$ cat config.mk
export PLATFORM = sky130hd
export DESIGN_NAME = cdc_hs_rx
export DESIGN_NICKNAME = d
export VERILOG_FILES = /design/src/rtl/cdc_hs_rx.sv
export SDC_FILE = /design/constraint.sdc
export NUM_CORES = 1
export LEC_CHECK = 0
export BUFFER_PORTS_ARGS = -buffer_cell sky130_fd_sc_hd__clkbuf_2
export CORE_MARGIN = 2
export CORE_UTILIZATION = 47
export CTS_CLUSTER_SIZE = 20
export DETAILED_ROUTE_END_ITERATION = 6
export PLACE_DENSITY = 0.77
export SLEW_MARGIN = 20
export SYNTH_ARGS = -nofsm -noshare
export SYNTH_HDL_FRONTEND = slang
export SYNTH_SLANG_ARGS = --single-unit
export TNS_END_PERCENT = 1
$ cat constraint.sdc
create_clock -name clk_b -period 1.79 [get_ports clk_b]
set_input_delay 0.2685 -clock clk_b [delete_from_list [all_inputs] [get_ports clk_b]]
set_output_delay 0.2685 -clock clk_b [all_outputs]
set_load 0.1 [all_outputs]
$ cat src/rtl/cdc_hs_rx.sv
// rtl/cdc_hs_rx.sv - receive side of a four-phase req/ack word transfer into clk_b
//
// Purpose:
//   Takes words from a clk_a-domain sender using a four-phase req/ack handshake.
//   The request is brought into clk_b through a flop synchronizer. The data word
//   is captured directly, because the sender holds it stable while req is high.
//   Each word is parity-checked and offered downstream on a valid/ready port.
//   The acknowledge is held back until the consumer accepts the word, so
//   downstream backpressure reaches the sender.
//
// Ports:
//   clk_b       in   1        sole clock, rising edge
//   rst         in   1        asynchronous active-low reset (released synchronously)
//   req_a       in   1        request from clk_a domain (asynchronous)
//   data_a      in   DATA_W   payload, stable while req_a high until ack_b seen high
//   par_a       in   1        parity bit; error when (^data_a) != par_a
//   ack_b       out  1        registered acknowledge back to clk_a domain
//   out_data    out  DATA_W   captured word, held between captures
//   out_valid   out  1        out_data offered to consumer
//   out_ready   in   1        consumer accepts on out_valid && out_ready
//   xfer_count  out  CNT_W    words delivered, wrapping
//   err_count   out  CNT_W    parity errors, saturating
//   busy        out  1        handshake in progress (state != IDLE)

module cdc_hs_rx #(
   parameter int DATA_W      = 8,
   parameter int SYNC_STAGES = 2,
   parameter int CNT_W       = 16,
   parameter int PARITY_EN   = 1
) (
   input  logic              clk_b,
   input  logic              rst,
   input  logic              req_a,
   input  logic [DATA_W-1:0] data_a,
   input  logic              par_a,
   output logic              ack_b,
   output logic [DATA_W-1:0] out_data,
   output logic              out_valid,
   input  logic              out_ready,
   output logic [CNT_W-1:0]  xfer_count,
   output logic [CNT_W-1:0]  err_count,
   output logic              busy
);

   typedef enum logic [1:0] {
      S_IDLE    = 2'd0,
      S_DELIVER = 2'd1,
      S_WAIT_LO = 2'd2
   } state_t;

   localparam logic [CNT_W-1:0] CNT_ONE = {{(CNT_W-1){1'b0}}, 1'b1};
   localparam logic [CNT_W-1:0] CNT_MAX = {CNT_W{1'b1}};

   state_t                  r_state;
   state_t                  w_state_nxt;
   logic [SYNC_STAGES-1:0]  r_sync;
   logic                    r_ack_b;
   logic [DATA_W-1:0]       r_out_data;
   logic                    r_out_valid;
   logic [CNT_W-1:0]        r_xfer_count;
   logic [CNT_W-1:0]        r_err_count;

   logic                    w_req_s;
   logic                    w_par_err;
   logic                    w_capture;
   logic                    w_drop;
   logic                    w_accept;
   logic                    w_release;

   // Request synchronizer; only its last stage is ever looked at.
   always_ff @(posedge clk_b or negedge rst) begin
      if (!rst) begin
         r_sync <= '0;
      end else begin
         r_sync <= {r_sync[SYNC_STAGES-2:0], req_a};
      end
   end

   assign w_req_s = r_sync[SYNC_STAGES-1];

   // data_a is already settled when req_s is seen high, so it is read directly.
   assign w_par_err = (PARITY_EN != 0) && ((^data_a) != par_a);

   always_ff @(posedge clk_b or negedge rst) begin
      if (!rst) begin
         r_state <= S_IDLE;
      end else begin
         r_state <= w_state_nxt;
      end
   end

   always_comb begin
      w_state_nxt = r_state;
      w_capture   = 1'b0;
      w_drop      = 1'b0;
      w_accept    = 1'b0;
      w_release   = 1'b0;
      case (r_state)
         S_IDLE: begin
            if (w_req_s) begin
               if (w_par_err) begin
                  // Bad word: acknowledge at once so the sender moves on.
                  w_drop      = 1'b1;
                  w_state_nxt = S_WAIT_LO;
               end else begin
                  w_capture   = 1'b1;
                  w_state_nxt = S_DELIVER;
               end
            end
         end
         S_DELIVER: begin
            // A req drop here is ignored; WAIT_LO then exits on the next edge.
            if (out_ready) begin
               w_accept    = 1'b1;
               w_state_nxt = S_WAIT_LO;
            end
         end
         S_WAIT_LO: begin
            if (!w_req_s) begin
               w_release   = 1'b1;
               w_state_nxt = S_IDLE;
            end
         end
         default: begin
            w_state_nxt = S_IDLE;
         end
      endcase
   end

   always_ff @(posedge clk_b or negedge rst) begin
      if (!rst) begin
         r_ack_b      <= 1'b0;
         r_out_data   <= '0;
         r_out_valid  <= 1'b0;
         r_xfer_count <= '0;
         r_err_count  <= '0;
      end else begin
         if (w_capture) begin
            r_out_data  <= data_a;
            r_out_valid <= 1'b1;
         end
         if (w_accept) begin
            r_out_valid  <= 1'b0;
            r_ack_b      <= 1'b1;
            r_xfer_count <= r_xfer_count + CNT_ONE;
         end
         if (w_drop) begin
            r_ack_b <= 1'b1;
            if (r_err_count != CNT_MAX) begin
               r_err_count <= r_err_count + CNT_ONE;
            end
         end
         if (w_release) begin
            r_ack_b <= 1'b0;
         end
      end
   end

   assign ack_b      = r_ack_b;
   assign out_data   = r_out_data;
   assign out_valid  = r_out_valid;
   assign xfer_count = r_xfer_count;
   assign err_count  = r_err_count;
   assign busy       = (r_state != S_IDLE);

endmodule

== After elaboration in Yosys (flattened, before gate mapping) ==
Index checks and enable logic that the tools add are counted.

* Memories kept: 0
* RAM bits: 0
* Logic and storage cells: 43
* Flip-flop bits (word level): 46
* Latch bits: 0
* Memory bits (read-only): 0

* Eq/ne operators: 7
* $add $sub $neg: 2
* Reduce and logical (&&, ||, !) cells: 7
* $lt $le $gt $ge: 0
* Bitwise operators: 0
* Divide/modulo/power cells: 0
* Shift operators: 0
* Muxes and demuxes: 20
* Multiply operators: 0

{| class="wikitable"
|+ Operators with widths
! cell !! number
|-
| adder 16 x 1 -> 16 bit (second input constant) || 2
|-
| != test 16 bit (second input constant) || 1
|-
| 2-to-1 mux 1 bit || 15
|-
| 2-to-1 mux 2 bit || 4
|-
| parity 8 bit || 1
|-
| != test 2 bit (second input constant) || 3
|-
| one-hot mux 2 bit (3 select lines) || 1
|-
| nonzero test 2 bit || 2
|-
| AND reduction 3 bit || 1
|-
| nonzero test 3 bit || 1
|-
| == test 2 x 1 -> 1 bit (second input constant) || 1
|-
| == test 2 bit (second input constant) || 1
|-
| zero test 2 bit || 1
|-
| AND reduction 2 bit || 1
|-
| != test 1 bit || 1
|}

== Depth between registers and ports, before layout ==
* Word-level depth: 7
* Gate-level depth with buffers: 7
* Depth with buffers taken out: 6

== Least setup slack after synthesis ==
No wires, ideal clock.

* Kind: register -> register
* From: reg r_err_count[0], in the netlist err_count[0]
* To: reg r_err_count[14], in the netlist err_count[14]
* Setup slack: -621 ps
* Cell stages (with the launch flop): 6
* Data arrival time: 2285 ps
* Path buffers: 0
* Path through: dfrtp_1 -> ha_1 -> nand4_1 -> nor4_2 -> nand4_2 -> mux2_4

* Longest elaborated chain between the ends: 2
* Elaborated cells on any way between the ends: 3
* Those cells by class: add/sub (1); eq/ne (1); reduce/logical (1)

{| class="wikitable"
|+ RTL lines
! element !! RTL line !! RTL
|-
| from (decl) || 61 || <nowiki>logic [CNT_W-1:0] r_err_count;</nowiki>
|-
| from (signal assigned) || 150 || <nowiki>r_err_count <= r_err_count + CNT_ONE;</nowiki>
|-
| parallel branches: the longest is 2 deep, another holds adder 16 x 1 -> 16 bit || - ||
|}

Several ways; the timed one is not identified.
A chain may end at the register's enable or synchronous reset.

== Worst setup path after layout ==
* From: reg r_err_count[0], in the netlist err_count[0]
* To: reg r_err_count[1], in the netlist err_count[1]

Same word-level chain as after synthesis.

==> flow_summary.html <==
<table>
<tr><th>Metric</th><th>Value</th></tr>
<tr><th colspan="2">Status</th></tr>
<tr><td>Run status</td><td>finished clean</td></tr>
<tr><th colspan="2">Routing</th></tr>
<tr><td>Wirelength, routed</td><td>between 4 and 5 mm</td></tr>
<tr><td>Number of optimization iterations in the first detailed-route pass</td><td>4</td></tr>
<tr><td>Routed WL per cell</td><td>roughly 14 um</td></tr>
<tr><td>Vias/cell</td><td>about 5.3</td></tr>
<tr><td>DRT antenna net count</td><td>0</td></tr>
<tr><td>DRC violation total after the first TritonRoute iteration</td><td>between 100 and 150</td></tr>
<tr><td>Routed vias</td><td>between 1500 and 2000</td></tr>
<tr><td>Drc violations</td><td>0</td></tr>
<tr><th colspan="2">Placed design</th></tr>
<tr><td>Placed Instances</td><td>between 300 and 400</td></tr>
<tr><td>HPWL reported at the end of detailed placement</td><td>about 3.2 mm</td></tr>
<tr><td>Weighted congestion reported at the end of routability-driven placement</td><td>0.855</td></tr>
<tr><td>Post-detailed-placement cell area</td><td>2690 sq um</td></tr>
<tr><td>Number of buffers inserted by port buffering</td><td>55</td></tr>
<tr><th colspan="2">Flow run</th></tr>
<tr><td>Maxcap violations</td><td>0</td></tr>
<tr><th colspan="2">Floorplanning</th></tr>
<tr><td>Floorplan Core Area</td><td>~4400 sq um</td></tr>
<tr><td>Die ar.</td><td>5170 sq um</td></tr>
<tr><td>Number of I/O pins</td><td>56</td></tr>
<tr><td>Horizontal die dimension</td><td>approximately 72 um</td></tr>
<tr><td>Floorplan die height</td><td>between 70 and 80 um</td></tr>
<tr><td>Row count</td><td>24</td></tr>
<tr><td>Effective utilization at floorplan</td><td>0.494</td></tr>
<tr><th colspan="2">Global route</th></tr>
<tr><td>Largest net degree at the start of global routing</td><td>22</td></tr>
<tr><td>Number of global-route vias before repair</td><td>1586</td></tr>
<tr><td>Initial antenna violation count</td><td>0</td></tr>
<tr><td>Grt total ovfl</td><td>0</td></tr>
<tr><td>Overall track demand over capacity in global routing</td><td>0.183</td></tr>
<tr><td>First-pass GRT wire length</td><td>between 7 and 8 mm</td></tr>
<tr><th colspan="2">Synthesis</th></tr>
<tr><td>Mapped Area</td><td>~2200 sq um</td></tr>
<tr><td>Largest cells by area after synthesis</td><td>sky130_fd_sc_hd__dfrtp_1, sky130_fd_sc_hd__xnor2_1, sky130_fd_sc_hd__mux2_2, sky130_fd_sc_hd__nand4_1, sky130_fd_sc_hd__nand2_1</td></tr>
<tr><td>Count of flip-flops with a built-in enable after synthesis</td><td>0</td></tr>
<tr><td>Commonest cells in the synthesized netlist</td><td>sky130_fd_sc_hd__dfrtp_1, sky130_fd_sc_hd__xnor2_1, sky130_fd_sc_hd__nand2_1</td></tr>
<tr><td>Cells after Synth</td><td>~190</td></tr>
<tr><td>Synth Net Count</td><td>200</td></tr>
<tr><td>Most repeated cell in the gate-level netlist after synthesis</td><td>sky130_fd_sc_hd__dfrtp_1</td></tr>
<tr><td>Avg Synthesized Cell Area</td><td>roughly 12 sq um</td></tr>
<tr><td>Share of flip-flops with an asynchronous set or reset after synthesis</td><td>1.00</td></tr>
<tr><td>Yosys warnings</td><td>0</td></tr>
<tr><td>Cell type with the largest total area after synthesis</td><td>sky130_fd_sc_hd__dfrtp_1</td></tr>
<tr><td>Dominant synthesized flop cell</td><td>sky130_fd_sc_hd__dfrtp_1</td></tr>
<tr><td>Proportion of synthesized chip area in sequential cells</td><td>0.531</td></tr>
<tr><td>Count of cell types in the netlist</td><td>38</td></tr>
<tr><td>Area share of the largest cell type after synthesis</td><td>0.531</td></tr>
<tr><td>Post-synthesis sequential element count</td><td>46</td></tr>
<tr><th colspan="2">Finish</th></tr>
<tr><td>Utilization after layout</td><td>0.642</td></tr>
<tr><td>Signed area change from the synthesized netlist to the final layout</td><td>30.0%</td></tr>
<tr><td>Net total in the final layout</td><td>roughly 280</td></tr>
<tr><td>Ratio of cells with drive above 1 in the final layout</td><td>0.500</td></tr>
<tr><td>Finished Layout Cells</td><td>between 300 and 400</td></tr>
<tr><td>Fin area</td><td>around 2800 sq um</td></tr>
<tr><td>Register area</td><td>around 1200 sq um</td></tr>
<tr><td>Number of antenna repair diodes</td><td>0</td></tr>
<tr><td>Layout filler cell count</td><td>~370</td></tr>
<tr><td>Multi-input gate area in the final layout</td><td>roughly 1000 sq um</td></tr>
<tr><th colspan="2">Clock network</th></tr>
<tr><td>Number of H-tree levels</td><td>2</td></tr>
<tr><td>CTS root buf</td><td>sky130_fd_sc_hd__clkbuf_8</td></tr>
<tr><td>Clock tree from TritonCTS</td><td>yes</td></tr>
<tr><td>Clock sink total</td><td>between 40 and 50</td></tr>
<tr><td>Register clock-pin slew on the reported worst setup and hold paths</td><td>about 80 ps</td></tr>
<tr><td>CTS buffer count</td><td>5</td></tr>
<tr><td>Clock Latency Late Sink</td><td>between 200 and 300 ps</td></tr>
<tr><td>Deepest clock path buffer count</td><td>2</td></tr>
<tr><th colspan="2">Power</th></tr>
<tr><td>Worst IR drop on VDD</td><td>around 1.4 mV</td></tr>
<tr><td>P_int</td><td>approximately 0.0022 W</td></tr>
<tr><td>Pwr per Cell Area</td><td>approximately 1700 nW/um^2</td></tr>
<tr><td>Power share of the combinational group</td><td>0.565</td></tr>
<tr><td>Power spent charging and discharging nets</td><td>0.00266 W</td></tr>
<tr><td>Part of the power in the clock network</td><td>0.122</td></tr>
<tr><td>Static leakage</td><td>between 1 and 1.5 nW</td></tr>
<tr><td>Total power consumption of the routed design</td><td>roughly 0.0049 W</td></tr>
<tr><td>Switch share</td><td>0.546</td></tr>
<tr><td>Part of the total power dissipated in sequential elements</td><td>0.313</td></tr>
<tr><th colspan="2">Worst hold path</th></tr>
<tr><td>Hold path depth</td><td>1</td></tr>
<tr><td>HP Class</td><td>in -&gt; reg</td></tr>
<tr><th colspan="2">Timing</th></tr>
<tr><td>Worst-margin pin slew</td><td>between 500 and 600 ps</td></tr>
<tr><td>Highest clock rate</td><td>575 MHz</td></tr>
<tr><td>Slew Viols, Final</td><td>0</td></tr>
<tr><td>Crit path time final</td><td>between 1500 and 2000 ps</td></tr>
<tr><td>Portion of the clock cycle consumed by the worst path in the final layout</td><td>0.971</td></tr>
<tr><td>Normalized max-slew margin</td><td>0.637</td></tr>
<tr><td>Setup Viol. Count Final</td><td>0</td></tr>
<tr><td>RSZ-0062 raised after global routing</td><td>true</td></tr>
<tr><td>Accumulated negative setup slack</td><td>0 ps</td></tr>
<tr><td>Post-route clock skew</td><td>approximately 6.5 ps</td></tr>
<tr><td>Endpoints failing hold</td><td>0</td></tr>
<tr><th colspan="2">Critical path</th></tr>
<tr><td>CP Capture Type</td><td>register</td></tr>
<tr><td>Startpoint class of the critical path</td><td>register</td></tr>
<tr><td>Depth of the most critical reg-to-reg path</td><td>6</td></tr>
<tr><td>Peak fanout along the critical path</td><td>4</td></tr>
<tr><td>Required time of the worst setup path</td><td>1980 ps</td></tr>
<tr><td>Startpoint-to-endpoint class of the critical path</td><td>reg -&gt; reg</td></tr>
<tr><td>Worst endpoint data arrival time</td><td>approximately 1900 ps</td></tr>
</table>
[per-stage QoR]
| step | hold slack [ps] | setup WS, ps |
|---|---|---|
| after global routing | 69.2 | -26.7 |
| after floorplan | -27.1 | -71.8 |
| after detailed placement | 265 | -165 |
| final | 72.3 | 52.3 |
| after CTS | 67.4 | 7.61 |
| after global placement | 259 | -127 |
[kinds of logic after synthesis]
kind of cell	count (synthesis)	share of synthesized area
AND/OR/NAND/NOR	76	0.204
flip-flops	46	0.531
XOR/XNOR	34	0.147
multiplexers	11	0.0606
AO/OA/AOI/OAI	10	0.0271
buffers and inverters	6	0.0185
adder cells (fa/ha/maj)	2	0.0115
[power groups by stage]
stage               Combinational (W)  Sequential, W  Clock [W]
floorplan                    0.000690        0.00305          0
global placement              0.00272        0.00153          0
detailed placement            0.00274        0.00154          0
CTS                           0.00275        0.00153   0.000616
global route                  0.00288        0.00157   0.000653
finish                        0.00275        0.00153   0.000595
[repair_timing]
action                     in CTS  in global routing
setup endpoints to repair       6                 13
hold endpoints to repair       19                  0
gates cloned                    0                  0
buffers inserted                0                  1
gates resized for setup         2                  5
hold buffers                    1                  0
pin swaps                       1                  4
[routing by layer]
layer | up-vias | part of all wire | global-route usage
met5 | - | 0 | 0
met4 | 0 | 0.015 | 0.0755
met3 | 6 | 0.056 | 0.0472
met2 | 61 | 0.45 | 0.281
met1 | 796 | 0.48 | 0.250
li1 | 803 | - | -
[registers in the layout, summed over array words and instances (netlist names)]
register,count
err_count,16
xfer_count,16
out_data,8
r_state,2
r_sync,2
ack_b,1
out_valid,1
[final timing paths]
path                         startpoint             to  slack [ps]
min reg2reg                   r_sync[0]      r_sync[1]         350
max reg2reg                err_count[0]   err_count[1]          50
min                               req_a      r_sync[0]          70
max                        err_count[0]   err_count[1]          50
min in group asynchronous           rst  xfer_count[7]         490
max in group asynchronous           rst  xfer_count[4]         680
[cell usage in the layout (no fill, tap or decap), types with 2 or more instances in the layout]
| master | synthesis | layout |
|---|---|---|
| sky130_fd_sc_hd__clkbuf_2 | 0 | 54 |
| sky130_fd_sc_hd__o21ai_0 | 3 | 3 |
| sky130_fd_sc_hd__xor2_1 | 5 | 5 |
| sky130_fd_sc_hd__buf_4 | 0 | 19 |
| sky130_fd_sc_hd__or3b_4 | 0 | 2 |
| sky130_fd_sc_hd__clkbuf_8 | 0 | 5 |
| sky130_fd_sc_hd__a21oi_1 | 4 | 4 |
| sky130_fd_sc_hd__nand4b_1 | 2 | 2 |
| sky130_fd_sc_hd__nand3_1 | 9 | 9 |
| sky130_fd_sc_hd__xnor2_1 | 27 | 27 |
| sky130_fd_sc_hd__nor2_2 | 1 | 2 |
| sky130_fd_sc_hd__mux2_4 | 2 | 2 |
| sky130_fd_sc_hd__dfrtp_2 | 0 | 21 |
| sky130_fd_sc_hd__nor2_1 | 6 | 4 |
| sky130_fd_sc_hd__dfrtp_4 | 0 | 6 |
| sky130_fd_sc_hd__and3_1 | 6 | 5 |
| sky130_fd_sc_hd__nand2_1 | 18 | 18 |
| sky130_fd_sc_hd__nand4_1 | 12 | 12 |
| sky130_fd_sc_hd__dfrtp_1 | 46 | 19 |
| sky130_fd_sc_hd__nor2b_1 | 3 | 3 |
| sky130_fd_sc_hd__clkbuf_1 | 1 | 3 |
| sky130_fd_sc_hd__mux2_2 | 8 | 8 |
| sky130_fd_sc_hd__and4_1 | 2 | 2 |
| sky130_fd_sc_hd__and2_1 | 5 | 5 |
[critical path, cell delays in order (launching register included)]
cell and delay, ps:
sky130_fd_sc_hd__dfrtp_4 450, sky130_fd_sc_hd__ha_4 150, sky130_fd_sc_hd__nand4_1 220, sky130_fd_sc_hd__nor3_2 210, sky130_fd_sc_hd__nand2_1 160, sky130_fd_sc_hd__nand3_2 130
sky130_fd_sc_hd__mux2_4 300
[area by class of cell]
| type | instances | share of cell area |
|---|---|---|
| Multi-Input combinational cell | 133 | 0.365 |
| Inverter | 1 | 0.00133 |
| Clock buffer | 8 | 0.0284 |
| Timing Repair Buffer | 76 | 0.156 |
| Sequential cell | 46 | 0.426 |
| Tap cell | 52 | 0.0231 |
Power figures use the tool's default switching activity.
